===== config.mk =====
export PLATFORM = sky130hd
export DESIGN_NAME = id_exe_stage
export DESIGN_NICKNAME = d
export VERILOG_FILES = /design/src/rtl/cpu_pipe_pkg.sv /design/src/rtl/load_use_detect.sv /design/src/rtl/id_exe_stage.sv
export SDC_FILE = /design/constraint.sdc
export NUM_CORES = 1
export LEC_CHECK = 0
export ABC_CLOCK_PERIOD_IN_PS = 3800
export BUFFER_PORTS_ARGS = -buffer_cell sky130_fd_sc_hd__buf_2
export CAP_MARGIN = 5
export CORE_MARGIN = 5
export CORE_UTILIZATION = 35
export CTS_BUF_LIST = sky130_fd_sc_hd__clkbuf_16
export DETAILED_ROUTE_END_ITERATION = 12
export PLACE_DENSITY = 0.66
export SLEW_MARGIN = 15
export SYNTH_ARGS = -nofsm -noshare
export SYNTH_HDL_FRONTEND = slang
export SYNTH_SLANG_ARGS = --single-unit

===== constraint.sdc =====
create_clock -name CLK -period 3.8 [get_ports CLK]
set_input_delay 0.19 -clock CLK [delete_from_list [all_inputs] [get_ports CLK]]
set_output_delay 0.19 -clock CLK [all_outputs]
set_load 0.03 [all_outputs]

===== src/rtl/cpu_pipe_pkg.sv =====
// Shared pipeline definitions: ALU function codes, control-bit positions and stage FSM states.
package cpu_pipe_pkg;

  localparam int unsigned CtrlW    = 4;
  localparam int unsigned AluOpW   = 6;
  localparam int unsigned RegAddrW = 5;

  // Bit positions inside ctrl = {regShouldWrite, isRtype, memRead, memWrite}
  localparam int unsigned CtrlRegWrite = 3;
  localparam int unsigned CtrlIsRtype  = 2;
  localparam int unsigned CtrlMemRead  = 1;
  localparam int unsigned CtrlMemWrite = 0;

  localparam logic [AluOpW-1:0] AluSll = 6'b000000;
  localparam logic [AluOpW-1:0] AluSrl = 6'b000010;
  localparam logic [AluOpW-1:0] AluSra = 6'b000011;
  localparam logic [AluOpW-1:0] AluAdd = 6'b100000;
  localparam logic [AluOpW-1:0] AluSub = 6'b100010;
  localparam logic [AluOpW-1:0] AluAnd = 6'b100100;
  localparam logic [AluOpW-1:0] AluOr  = 6'b100101;
  localparam logic [AluOpW-1:0] AluXor = 6'b100110;
  localparam logic [AluOpW-1:0] AluSlt = 6'b101010;

  // A bubble carries SLL with all-zero operands, i.e. a true no-op.
  localparam logic [AluOpW-1:0] NOP_OPCODE = AluSll;

  typedef enum logic [1:0] {
    StEmpty  = 2'b00,
    StRun    = 2'b01,
    StBubble = 2'b10
  } pipe_state_e;

endpackage


===== src/rtl/load_use_detect.sv =====
// Load-use hazard compare: a load in EXE whose destination is read by the instruction in ID.
module load_use_detect
  import cpu_pipe_pkg::*;
(
  input  logic                exe_valid_i,
  input  logic [CtrlW-1:0]    exe_ctrl_i,
  input  logic [RegAddrW-1:0] exe_dest_i,
  input  logic                id_valid_i,
  input  logic [CtrlW-1:0]    id_ctrl_i,
  input  logic [RegAddrW-1:0] id_rs_i,
  input  logic [RegAddrW-1:0] id_rt_i,
  output logic                hazard_o
);

  logic exe_is_load;
  logic rt_is_read;

  always_comb begin
    exe_is_load = exe_valid_i & exe_ctrl_i[CtrlMemRead] & exe_ctrl_i[CtrlRegWrite] &
                  (exe_dest_i != '0);
    // rt is a source only for R-type ops and for the store data of sw
    rt_is_read  = id_ctrl_i[CtrlIsRtype] | id_ctrl_i[CtrlMemWrite];
    hazard_o    = exe_is_load & id_valid_i &
                  ((exe_dest_i == id_rs_i) | (rt_is_read & (exe_dest_i == id_rt_i)));
  end

endmodule


===== src/rtl/id_exe_stage.sv =====
// ID/EXE pipeline register with load-use stall, flush and hold handling.
// Optional bubble counter enabled by defining ID_EXE_PERF_COUNT_EN.
module id_exe_stage
  import cpu_pipe_pkg::*;
#(
  parameter int unsigned N = 32
) (
  input  logic                CLK,
  input  logic                RST,
  input  logic                valid_ID,
  input  logic [RegAddrW-1:0] regReadAddress1_ID,
  input  logic [RegAddrW-1:0] regReadAddress2_ID,
  input  logic [N-1:0]        regReadData1_ID,
  input  logic [N-1:0]        operandB_ID,
  input  logic [RegAddrW-1:0] regWriteAddress_ID,
  input  logic [CtrlW-1:0]    ctrl_ID,
  input  logic [AluOpW-1:0]   aluOpCode_ID,
  input  logic                flush,
  input  logic                hold,
  output logic                valid_IDtoEXE,
  output logic [RegAddrW-1:0] regReadAddress1_IDtoEXE,
  output logic [RegAddrW-1:0] regReadAddress2_IDtoEXE,
  output logic [N-1:0]        inputA_reg,
  output logic [N-1:0]        inputB_IDtoEXE,
  output logic [RegAddrW-1:0] regWriteAddress_IDtoEXE,
  output logic [CtrlW-1:0]    ctrl_IDtoEXE,
  output logic [AluOpW-1:0]   aluOpCode_IDtoEXE,
  output logic                stall,
  output logic [31:0]         bubbleCount
);

  pipe_state_e state_q, state_d;
  logic hazard;
  logic stall_raw;
  logic load_bubble;
  logic load_instr;
  logic count_inc;

  load_use_detect u_load_use_detect (
    .exe_valid_i (valid_IDtoEXE),
    .exe_ctrl_i  (ctrl_IDtoEXE),
    .exe_dest_i  (regWriteAddress_IDtoEXE),
    .id_valid_i  (valid_ID),
    .id_ctrl_i   (ctrl_ID),
    .id_rs_i     (regReadAddress1_ID),
    .id_rt_i     (regReadAddress2_ID),
    .hazard_o    (hazard)
  );

  always_comb begin
    stall_raw   = 1'b0;
    load_bubble = 1'b0;
    load_instr  = 1'b0;
    count_inc   = 1'b0;
    state_d     = state_q;
    if (flush) begin
      load_bubble = 1'b1;
      count_inc   = 1'b1;
      state_d     = StEmpty;
    end else if (hold) begin
      stall_raw = 1'b1;
    end else if (hazard) begin
      stall_raw   = 1'b1;
      load_bubble = 1'b1;
      count_inc   = 1'b1;
      state_d     = StBubble;
    end else begin
      load_instr = 1'b1;
      unique case (state_q)
        StEmpty:  state_d = valid_ID ? StRun : StEmpty;
        StRun:    state_d = StRun;
        StBubble: state_d = StRun;
        default:  state_d = StEmpty;
      endcase
    end
  end

  // Reset clears the stall combinationally so IF/ID is released in the same cycle.
  assign stall = stall_raw & ~RST;

  always_ff @(posedge CLK or posedge RST) begin
    if (RST) begin
      state_q <= StEmpty;
    end else begin
      state_q <= state_d;
    end
  end

  always_ff @(posedge CLK or posedge RST) begin
    if (RST) begin
      valid_IDtoEXE           <= 1'b0;
      regReadAddress1_IDtoEXE <= '0;
      regReadAddress2_IDtoEXE <= '0;
      inputA_reg              <= '0;
      inputB_IDtoEXE          <= '0;
      regWriteAddress_IDtoEXE <= '0;
      ctrl_IDtoEXE            <= '0;
      aluOpCode_IDtoEXE       <= NOP_OPCODE;
    end else if (load_bubble) begin
      valid_IDtoEXE           <= 1'b0;
      regReadAddress1_IDtoEXE <= '0;
      regReadAddress2_IDtoEXE <= '0;
      inputA_reg              <= '0;
      inputB_IDtoEXE          <= '0;
      regWriteAddress_IDtoEXE <= '0;
      ctrl_IDtoEXE            <= '0;
      aluOpCode_IDtoEXE       <= NOP_OPCODE;
    end else if (load_instr) begin
      valid_IDtoEXE           <= valid_ID;
      regReadAddress1_IDtoEXE <= regReadAddress1_ID;
      regReadAddress2_IDtoEXE <= regReadAddress2_ID;
      inputA_reg              <= regReadData1_ID;
      inputB_IDtoEXE          <= operandB_ID;
      regWriteAddress_IDtoEXE <= regWriteAddress_ID;
      ctrl_IDtoEXE            <= ctrl_ID;
      aluOpCode_IDtoEXE       <= aluOpCode_ID;
    end
  end

`ifdef ID_EXE_PERF_COUNT_EN
  logic [31:0] bubble_cnt_q;

  // Free-running wrap at 2^32 is intended.
  always_ff @(posedge CLK or posedge RST) begin
    if (RST) begin
      bubble_cnt_q <= '0;
    end else if (count_inc) begin
      bubble_cnt_q <= bubble_cnt_q + 32'd1;
    end
  end

  assign bubbleCount = bubble_cnt_q;
`else
  logic unused_count_inc;
  assign unused_count_inc = count_inc;
  assign bubbleCount      = '0;
`endif

endmodule


# After elaboration in Yosys (flattened, before gate mapping)
# Index checks and enable logic that the tools add are counted.
dict set report op_classes {
  n_reduce_logical 2
  n_mul 0
  shift 0
  div 0
  n_eq_ne 2
  magnitude_cmp 0
  mux 24
  addsub 0
  n_bitwise 10
}
# cell count
set op_table {}
lappend op_table {{32-bit 2-to-1 mux} 4}
lappend op_table {{5-bit 2-to-1 mux} 6}
lappend op_table {{6-bit 2-to-1 mux} 2}
lappend op_table {{5-bit == test} 2}
lappend op_table {{1-bit 2-to-1 mux} 10}
lappend op_table {{4-bit 2-to-1 mux} 2}
lappend op_table {{1-bit AND} 7}
lappend op_table {{5-bit nonzero test} 1}
lappend op_table {{1-bit OR} 2}
lappend op_table {{2-bit nonzero test} 1}
lappend op_table {{1-bit inverter} 1}
dict set report word_totals {
  ram_bits 0
  regBits 90
  output_inout_bits 123
  mem_count 0
  romBits 0
  latchBits 0
  elab_cells 46
}

# Longest topological paths before layout
# Gate-level depths: netlist of the first run.
dict set report logic_depth {
  ltp_word 10
  ltp_mapped 5
  ltp_nobuf 4
}

# Modules after synthesis
# A second synthesis of the first run with hierarchy kept.
dict set report hier_totals {
  hier_cells 362
  area_unflattened_um2 4372.9
}
# mod area_per_inst_um2 n_inst cells_per_inst
set modules_own_cells {}
lappend modules_own_cells {id_exe_stage 4231.6 1 344}
lappend modules_own_cells {load_use_detect 141.4 1 18}

# Least setup slack after synthesis of the first run
# No wires, ideal clock.
dict set report synth_timing {
  path_kind {register -> output}
  startpoint {reg regWriteAddress_IDtoEXE[1]}
  endpoint {out stall}
  path_slack_ns 1.709
  arrival_ns 1.901
  stages_incl_launch_ff 6
  path_buffers 1
  path_cell_list {dfrtp_1 or4_1 o21ai_4 buf_6 nor3_1 a22o_1}
}
dict set report synth_via {
  elab_chain_cells 8
}
# element line
set synth_rtl {}
lappend synth_rtl {{from (decl)} id_exe_stage.sv:25} ;# output logic [RegAddrW-1:0] regWriteAddress_IDtoEXE,
lappend synth_rtl {{from (signal assigned)} id_exe_stage.sv:114} ;# regWriteAddress_IDtoEXE <= regWriteAddress_ID;
lappend synth_rtl {{5-bit == test or 5-bit nonzero test (tied branches)} {load_use_detect.sv:24, load_use_detect.sv:20}}
lappend synth_rtl {{1-bit AND (on tied branches)} {load_use_detect.sv:24, load_use_detect.sv:19}}
lappend synth_rtl {{1-bit OR or 1-bit AND (tied branches)} {load_use_detect.sv:24, load_use_detect.sv:23}}
lappend synth_rtl {{1-bit AND (*)} load_use_detect.sv:23} ;# hazard_o = exe_is_load & id_valid_i &
lappend synth_rtl {{1-bit 2-to-1 mux (*)} id_exe_stage.sv:62} ;# end else if (hazard) begin
lappend synth_rtl {{1-bit 2-to-1 mux (*)} id_exe_stage.sv:60} ;# end else if (hold) begin
lappend synth_rtl {{1-bit 2-to-1 mux (*)} id_exe_stage.sv:56} ;# if (flush) begin
lappend synth_rtl {{1-bit AND (*)} id_exe_stage.sv:79} ;# assign stall = stall_raw & ~RST;
lappend synth_rtl {{to (decl)} id_exe_stage.sv:28} ;# output logic stall,
# Every way passes the cells marked *; elsewhere a longest branch is shown, timed or not.

# Final worst setup path of the first run
dict set report layout_timing {
  startpoint {reg regWriteAddress_IDtoEXE[0]}
  endpoint {out stall}
}
# The elaborated chain is that of the path after synthesis.

==> results_dict.tcl, run 1 <==
set metrics [dict create \
    status "finished, violations left" \
    failed_checks "negative hold slack" \
    drcViolationCount 0 \
    chipWidth_um 127 \
    power_per_cell_area_nw_per_um2 439 \
    ant_nets 0 \
    crit_slowest_cell "sky130_fd_sc_hd__dfrtp_1" \
    mostFrequentLayoutCell "sky130_fd_sc_hd__buf_2" \
    gr-usage-all-layers_pct 17.6 \
    worst-path-max-fanout 31 \
    setup.worst_path.start_class "flip-flop" \
    drv_slew 0 \
    hold_path_class "in2async" \
    layout-drive-gt1-share_pct 30.7 \
    io_pins 217 \
    grt_setup_unrepaired "false" \
    crit-reg2reg-launch "regWriteAddress_IDtoEXE[1]" \
    placementRows 42 \
    cts-resized-gates 0 \
    initialDrtViolationCount 422 \
    antenna-diode-count 0 \
    route.final.wire_length_um 14600 \
    grt_start_max_net_pins 89 \
    port_buffer_count 184 \
    p_leak_nw 2.77 \
    synth_sequential_area_ratio_pct 47.1 \
    delay_heaviest_family_cp "compound AO/OA/AOI/OAI gates" \
    synth_area_per_inst_um2 9.01 \
    r2r_cells 5 \
    setup.worst_path.class "reg2out" \
    worst_path_largest_cell_delay_ns 0.49 \
    fin_nets 773 \
    cts.sink_count 90 \
    timing.slew.headroom_pct 32.5 \
    global_route.overflow_total 0 \
    die_height_um 127 \
    crit_arrival_ns 2.33 \
    drtPass1Iterations 5 \
    clockRootBuffer "sky130_fd_sc_hd__clkbuf_16" \
    clock_insertion_delay_worst_skew_ns 0.34 \
    ys_types 27 \
    timing.reg2reg.setup_slack_ns 1.54 \
    timing.max_cap.violations 0 \
    number_of_buffers_added_by_the_clock_tree_synthesis_step 9 \
    grt_antenna_before_repair 1 \
    grt_pass1_vias 4348 \
    cts_max_level 3 \
    period_minus_slack_ns 2.52 \
    vdd.ir_drop.worst_mv 0.262 \
    most_frequent_cells_in_the_layout "sky130_fd_sc_hd__buf_2, sky130_fd_sc_hd__nand2_1, sky130_fd_sc_hd__dfrtp_1, sky130_fd_sc_hd__nand3_1, sky130_fd_sc_hd__o221ai_1" \
    worst_pin_slew_ns 1.01 \
    routed_wire_length_per_instance_um 17.0 \
    place.detailed.hpwl_um 9780 \
    synthesis.instances 531 \
    synth.yosys.warnings 0 \
    cts.reportedPaths.clkPinSlew_ns 0.07 \
    cts_setup_buffers 0 \
    dp.cells 844 \
    ctsHoldBuffers 0 \
    die_area_um2 16100 \
    cts_tree "built" \
    holdWs_ns -0.00253 \
    ordered_cell_list_for_the_critical_path "xnor2_1 > o21ai_0 > o22ai_4 > buf_4 > a22o_1 > buf_2" \
    finalWeightedCongestion 0.796 \
    cp-startpoint "regWriteAddress_IDtoEXE[0]" \
    placeableCoreArea_um2 13300 \
    nFillCells 1297 \
    final_cells 859 \
    clock_tree.buffer_depth 2 \
    areaGrowthSynthToFinish_pct 23.2 \
    setup_viol 0 \
    hold_viol_final 1 \
    clock_skew_ns 0.00855 \
    path_buf_inv 2 \
    num_vias 4692 \
    critPathRequiredTime_ns 3.61 \
    crit_end "stall" \
    post_synthesis_instance_area_um2 4780 \
    starting_density_of_the_core_pct 36.0 \
    post-route-period-util_pct 66.2 \
    routed_via_density 5.46 \
    finalPower_w 0.00259 \
    cp.depth 6 \
    totalNegativeSetupSlack_ns 0 \
    worstReg2RegEnd "regReadAddress2_IDtoEXE[1]" \
    yosys_register_bits 90 \
    critical_path.endpoint_type "output pin" \
    fmaxAchievable_mhz 397 \
    grt_pass1_wl_um 23000 \
]
## metrics by stage
step / setup slack [ns] / util (%) / area [um2]
after floorplan: 1.27 / - / 4900
after global placement: 1.61 / 42.4 / 5640
after detailed placement: 1.56 / 42.4 / 5640
after CTS: 1.28 / 44.3 / 5890
after global routing: 1.09 / 44.3 / 5890
final: 1.28 / 44.3 / 5890
## worst min path at each step
stage / slack [ns] / cells after the start / to / startpoint
finish: -0.003 / 2 / aluOpCode_IDtoEXE[4] / RST
global route: 0.08 / 3 / inputA_reg[13] / regReadData1_ID[13]
CTS: 0.04 / 2 / aluOpCode_IDtoEXE[4] / RST
detailed placement: 0.41 / 2 / aluOpCode_IDtoEXE[4] / RST
global placement: 0.41 / 2 / aluOpCode_IDtoEXE[1] / RST
floorplan: 0.32 / 2 / inputA_reg[10] / regReadData1_ID[10]
## logic make-up (layout without fill, tap and decap cells)
kind of cell              count (synthesis)  after routing  share of synthesized area (%)
AOI/OAI and AO/OA                       137            137                           22.4
other                                     1             32                         0.0784
buffers and inverters                   100            221                           11.5
DFF                                      90             90                           47.1
xor gates and xnor gates                 10             10                           1.83
and+or+nand+nor                         193            193                           17.2
## power by group
part	switching (W)	internal, W
clock network	0.000365	0.000429
registers	0.0000630	0.00105
logic	0.000482	0.000195
## routing by layer
layer  vias up  track usage, %  share of wire [%]
met4         2            6.62                1.9
met2       225            27.3                 48
met1      2273            23.0                 40
met3        22            5.46                9.9
met5         -               0               0.10
li1       2170               -                  -
## worst reg2reg max path, delay by kind of cell, from the launching register on
kind | cells | cell delay (ns)
flip-flops | 1 | 0.44
AND/OR/NAND/NOR | 1 | 0.59
AO/OA/AOI/OAI | 3 | 0.61
buffers and inverters | 1 | 0.50
## cells in the mapped netlist, drive strengths merged
master	instances	area [um2]
or4	1	7.51
clkbuf	43	161
inv	13	48.8
nand2b	1	6.26
conb	1	3.75
nand2	125	469
nand4	1	6.26
o21ai	33	176
o41ai	12	105
or3b	1	8.76
xnor2	10	87.6
nor3	13	65.1
o221ai	47	412
nor2b	1	6.26
dfrtp	90	2250
a22oi	12	90.1
nand3	47	235
a22o	1	8.76
nor2	2	7.51
a32oi	31	272
buf	44	338
o22ai	1	6.26
and4	1	8.76
## layout make-up
class / instances / area (um2) / share of cell area, %
clock buffer: 9 / 225 / 3.82
clock inverter: 6 / 27.5 / 0.467
inverter: 13 / 51.3 / 0.871
multi-input combinational: 372 / 2130 / 36.1
sequential: 90 / 2250 / 38.2
tap: 176 / 220 / 3.74
timing repair buffer: 193 / 988 / 16.8
Note: power is estimated with default switching activity, not from simulation.
==> run 2, diff against run 1 <==
- ABC_CLOCK_PERIOD_IN_PS: 3800 -> 2300
- PLACE_DENSITY: 0.66 -> 0.68
- clock period: 3.8 -> 2.3 ns (I/O delays scaled with it)
==> results_dict.tcl, run 2 (synthesized netlist as in run 1, its figures left out) <==
set metrics [dict create \
    cts_tree "built" \
    clock_power_share_pct 30.4 \
    placeableCoreArea_um2 13300 \
    ctsHoldBuffers 1 \
    die_height_um 127 \
    drcViolationCount 0 \
    combinationalPowerShare_pct 26.4 \
    num_vias 4699 \
    clock_tree.buffer_depth 2 \
    setup_viol 0 \
    pwr-share-seq_pct 43.2 \
    finish.instance_area_um2 5960 \
    fin_nets 780 \
    routed_wire_length_per_instance_um 16.7 \
    crit_slowest_cell "sky130_fd_sc_hd__or4_1" \
    hold-path-cell-count 3 \
    r2r_cells 5 \
    power_per_cell_area_nw_per_um2 717 \
    final_cells 867 \
    clock_skew_ns 0.00486 \
    number_of_buffers_added_by_the_clock_tree_synthesis_step 9 \
    areaGrowthSynthToFinish_pct 24.7 \
    clockRootBuffer "sky130_fd_sc_hd__clkbuf_16" \
    most_frequent_cells_in_the_layout "sky130_fd_sc_hd__buf_2, sky130_fd_sc_hd__nand2_1, sky130_fd_sc_hd__dfrtp_1, sky130_fd_sc_hd__nand3_1, sky130_fd_sc_hd__o221ai_1" \
    timing.slew.headroom_pct 29.4 \
    nFillCells 1299 \
    gr-usage-all-layers_pct 17.2 \
    die_area_um2 16100 \
    cp-startpoint "regWriteAddress_IDtoEXE[1]" \
    drtPass1Iterations 8 \
    placementRows 42 \
    ant_nets 0 \
    holdCritStartpoint "operandB_ID[6]" \
    cts.sink_count 90 \
    starting_density_of_the_core_pct 36.0 \
    power.share.switching_pct 34.9 \
    p_leak_nw 2.81 \
    worstReg2RegEnd "inputA_reg[15]" \
    antenna-diode-count 0 \
    mostFrequentLayoutCell "sky130_fd_sc_hd__buf_2" \
    port_buffer_count 184 \
    routed_via_density 5.42 \
    critPathRequiredTime_ns 2.18 \
    crit_arrival_ns 2.01 \
    global_route.overflow_total 0 \
    grt_antenna_before_repair 1 \
    cts_setup_buffers 0 \
    drv_slew 0 \
    crit-reg2reg-launch "regWriteAddress_IDtoEXE[1]" \
    hold_path_class "in2reg" \
    io_pins 217 \
    status "complete, no violations" \
    post-route-period-util_pct 92.4 \
    clock_insertion_delay_worst_skew_ns 0.34 \
    cts.reportedPaths.clkPinSlew_ns 0.06 \
    finish.utilization_pct 44.8 \
    p_int_w 0.00278 \
    worst_hold_end "inputB_IDtoEXE[6]" \
    grt_pass1_wl_um 22600 \
    dpl-instance-area_um2 5700 \
    layout-drive-gt1-share_pct 31.3 \
    setup.worst_path.class "reg2out" \
    grt_pass1_vias 4345 \
    grt_setup_unrepaired "false" \
    vdd.ir_drop.worst_mv 0.352 \
    chipWidth_um 127 \
    worst_pin_slew_ns 1.06 \
    total_switching_power_w 0.00149 \
    worst_path_largest_cell_delay_ns 0.59 \
    cts-resized-gates 0 \
    worst-path-max-fanout 5 \
    initialDrtViolationCount 304 \
    grt_start_max_net_pins 133 \
    critical_path.endpoint_type "output pin" \
    route.final.wire_length_um 14500 \
    place.detailed.hpwl_um 10100 \
    dp.cells 850 \
    fmaxAchievable_mhz 470 \
    finalWeightedCongestion 0.840 \
    setup.worst_path.start_class "flip-flop" \
    hold_viol_final 0 \
    timing.reg2reg.setup_slack_ns 0.30 \
    ordered_cell_list_for_the_critical_path "or4_1 > o21ai_4 > nor3_1 > a22o_1 > buf_2" \
    period_minus_slack_ns 2.13 \
    cts_max_level 3 \
    timing.max_cap.violations 0 \
    totalNegativeSetupSlack_ns 0 \
]
==> run 2: how the worst max path moves through the flow <==
stage / end / slack [ns] / depth (start not counted)
global route: stall / 0.07 / 5
global placement: inputA_reg[14] / 0.39 / 5
finish: stall / 0.17 / 5
detailed placement: inputA_reg[21] / 0.30 / 5
floorplan: stall / 0.28 / 5
CTS: stall / 0.15 / 5
==> run 2: power by group through the flow <==
stage	registers [W]	logic, W	clock network (W)
2_1_floorplan	0.00218	0.000469	0
3_3_place_gp	0.00187	0.00111	0
3_5_place_dp	0.00187	0.00114	0
4_1_cts	0.00185	0.00114	0.00133
5_1_grt	0.00186	0.00122	0.00141
6_report	0.00184	0.00113	0.00130
==> run 2: final cells by class <==
class                           count  area, um2  area share [%]
Clock inverter                      7       28.8           0.483
Sequential cell                    90       2250            37.8
Multi-Input combinational cell    372       2130            35.7
Timing Repair Buffer              200       1060            17.7
Inverter                           13       52.6           0.881
Tap cell                          176        220            3.69
Clock buffer                        9        225            3.78
==> run 2: layer usage <==
layer  part of all wire (%)  routed length (um)  up-vias  GRT usage, %
li1                       -                   -     2192             -
met1                     41                5880     2257          22.2
met2                     48                6930      221          27.1
met3                    9.2                1340       27          5.25
met4                    2.1                 311        2          6.56
met5                  0.090                  13        -             0
==> run 2: per-stage QoR <==
stage | total power, W | hold WS [ns] | setup WS [ns]
4_1_cts | 0.00432 | 0.00230 | 0.147
3_3_place_gp | 0.00298 | 0.290 | 0.390
5_1_grt | 0.00449 | 0.00737 | 0.0701
2_1_floorplan | 0.00265 | 0.242 | 0.284
6_report | 0.00427 | 0.0174 | 0.174
3_5_place_dp | 0.00301 | 0.301 | 0.304
==> run 2: critical path, delay by kind of cell, from the launching register on <==
kind / cells / cell delay [ns]
AO/OA/AOI/OAI: 2 / 0.40
buffers and inverters: 1 / 0.18
flip-flops: 1 / 0.43
AND/OR/NAND/NOR: 2 / 0.66
==> run 3, diff against run 2 <==
- PLACE_DENSITY: 0.68 -> not set
- PLACE_DENSITY_LB_ADDON: not set -> 0.2
==> results_dict.tcl, run 3 (synthesized netlist as in run 1, its figures left out) <==
set metrics [dict create \
    clock_skew_ns 0.00514 \
    clock_tree.buffer_depth 2 \
    totalNegativeSetupSlack_ns 0 \
    placementRows 42 \
    worst_pin_slew_ns 1.05 \
    cts-resized-gates 0 \
    cts.sink_count 90 \
    cts_max_level 3 \
    worst-path-max-fanout 5 \
    fmaxAchievable_mhz 461 \
    fin_nets 785 \
    die_area_um2 16100 \
    layout-drive-gt1-share_pct 31.7 \
    place.detailed.hpwl_um 10200 \
    hold-path-cell-count 3 \
    setup.worst_path.class "reg2out" \
    finalPower_w 0.00429 \
    routed_via_density 5.38 \
    total_switching_power_w 0.00149 \
    timing.max_cap.violations 0 \
    finalWeightedCongestion 0.802 \
    worst_path_largest_cell_delay_ns 0.60 \
    drv_slew 0 \
    hold_viol_final 0 \
    status "complete, no violations" \
    num_vias 4687 \
    routed_wire_length_per_instance_um 16.9 \
    grt_pass1_vias 4358 \
    finish.utilization_pct 45.4 \
    cts.reportedPaths.clkPinSlew_ns 0.06 \
    number_of_buffers_added_by_the_clock_tree_synthesis_step 9 \
    pwr-share-seq_pct 43.0 \
    hold_path_class "in2reg" \
    grt_pass1_wl_um 22900 \
    dp.cells 849 \
    crit_slowest_cell "sky130_fd_sc_hd__or4_1" \
    clock_insertion_delay_worst_skew_ns 0.34 \
    p_leak_nw 2.84 \
    antenna-diode-count 0 \
    mostFrequentLayoutCell "sky130_fd_sc_hd__buf_2" \
    die_height_um 127 \
    route.final.wire_length_um 14700 \
    crit_arrival_ns 2.06 \
    starting_density_of_the_core_pct 36.0 \
    chipWidth_um 127 \
    critical_path.endpoint_type "output pin" \
    ant_nets 0 \
    ordered_cell_list_for_the_critical_path "or4_1 > o21ai_4 > nor3_1 > a22o_1 > buf_2" \
    r2r_cells 5 \
    post-route-period-util_pct 94.4 \
    clockRootBuffer "sky130_fd_sc_hd__clkbuf_16" \
    grt_start_max_net_pins 87 \
    power_per_cell_area_nw_per_um2 711 \
    port_buffer_count 184 \
    most_frequent_cells_in_the_layout "sky130_fd_sc_hd__buf_2, sky130_fd_sc_hd__nand2_1, sky130_fd_sc_hd__dfrtp_1, sky130_fd_sc_hd__nand3_1, sky130_fd_sc_hd__o221ai_1" \
    timing.slew.headroom_pct 29.8 \
    grt_setup_unrepaired "false" \
    setup_viol 0 \
    initialDrtViolationCount 363 \
    path_buf_inv 1 \
    cp.depth 5 \
    clock_power_share_pct 30.2 \
    setup.worst_path.start_class "flip-flop" \
    global_route.overflow_total 0 \
    final_cells 871 \
    cts_tree "built" \
    period_minus_slack_ns 2.17 \
    io_pins 217 \
    gr-usage-all-layers_pct 17.7 \
    delay_heaviest_family_cp "simple AND/OR/NAND/NOR gates" \
    vdd.ir_drop.worst_mv 0.335 \
    areaGrowthSynthToFinish_pct 26.3 \
    combinationalPowerShare_pct 26.8 \
    critPathRequiredTime_ns 2.18 \
    drtPass1Iterations 5 \
    power.share.switching_pct 34.8 \
    grt_antenna_before_repair 1 \
    drcViolationCount 0 \
    placeableCoreArea_um2 13300 \
    p_int_w 0.00280 \
]
## run 3: changes by cell type in the layout (fill, tap and decap cells not counted)
| cell | before | now |
|---|---|---|
| sky130_fd_sc_hd__clkinv_1 | 3 | 2 |
| sky130_fd_sc_hd__buf_12 | 1 | 4 |
| sky130_fd_sc_hd__clkinvlp_4 | 1 | 2 |
| sky130_fd_sc_hd__dlygate4sd3_1 | 1 | 2 |
| sky130_fd_sc_hd__clkinv_2 | 2 | 1 |
| sky130_fd_sc_hd__buf_4 | 14 | 15 |
## run 3: tightest hold or removal path, cell delays in order
cell                       delay (ns)
sky130_fd_sc_hd__buf_2           0.09
sky130_fd_sc_hd__nand3_1         0.05
sky130_fd_sc_hd__o221ai_1        0.06
## run 3: cell type report
type	count	area, um2
repair buffers	205	1130
multi-input cells	372	2130
well taps	176	220
clock inverters	6	27.5
inverters	13	52.6
clock buffers	9	225
fillers	1319	7260
flip-flops and latches	90	2250
## run 3: through the flow
stage | hold WS (ns) | setup slack [ns] | instance area (um2)
4_1_cts | 0.000576 | 0.0584 | 6000
3_5_place_dp | 0.173 | 0.382 | 5730
3_3_place_gp | 0.177 | 0.434 | 5730
6_report | 0.0146 | 0.129 | 6040
2_1_floorplan | 0.242 | 0.284 | 4900
5_1_grt | 0.0142 | 0.0429 | 6040
## run 3: path summary, 6_finish.rpt
| check | from | slack [ns] | end |
|---|---|---|---|
| worst max-delay path | regWriteAddress_IDtoEXE[1] | 0.13 | stall |
| worst min-delay path | operandB_ID[6] | 0.01 | inputB_IDtoEXE[6] |
| worst max register to register | regWriteAddress_IDtoEXE[1] | 0.37 | inputA_reg[13] |
| worst min register to register | inputA_reg[30] | 0.49 | inputA_reg[30] |
| max in group asynchronous | RST | 1.08 | inputA_reg[10] |
| min in group asynchronous | RST | 0.35 | aluOpCode_IDtoEXE[1] |
## run 3: per-layer routing
metal / track usage, % / part of all wire [%]
met1: 22.7 / 41
met2: 28.3 / 49
met3: 4.62 / 7.9
met4: 7.57 / 2.4
met5: 0 / 0.048
## run 3: power groups by stage
stage | logic (W) | clock network, W | registers (W)
6_report | 0.00115 | 0.00130 | 0.00185
5_1_grt | 0.00124 | 0.00141 | 0.00186
4_1_cts | 0.00115 | 0.00135 | 0.00185
3_5_place_dp | 0.00115 | 0 | 0.00187
3_3_place_gp | 0.00113 | 0 | 0.00187
2_1_floorplan | 0.000469 | 0 | 0.00218
## run 3: what timing repair did
action	CTS	global route
hold buffers	2	0
endpoints found under the setup margin	0	1
hold endpoints to repair	18	0
setup buffers	0	5
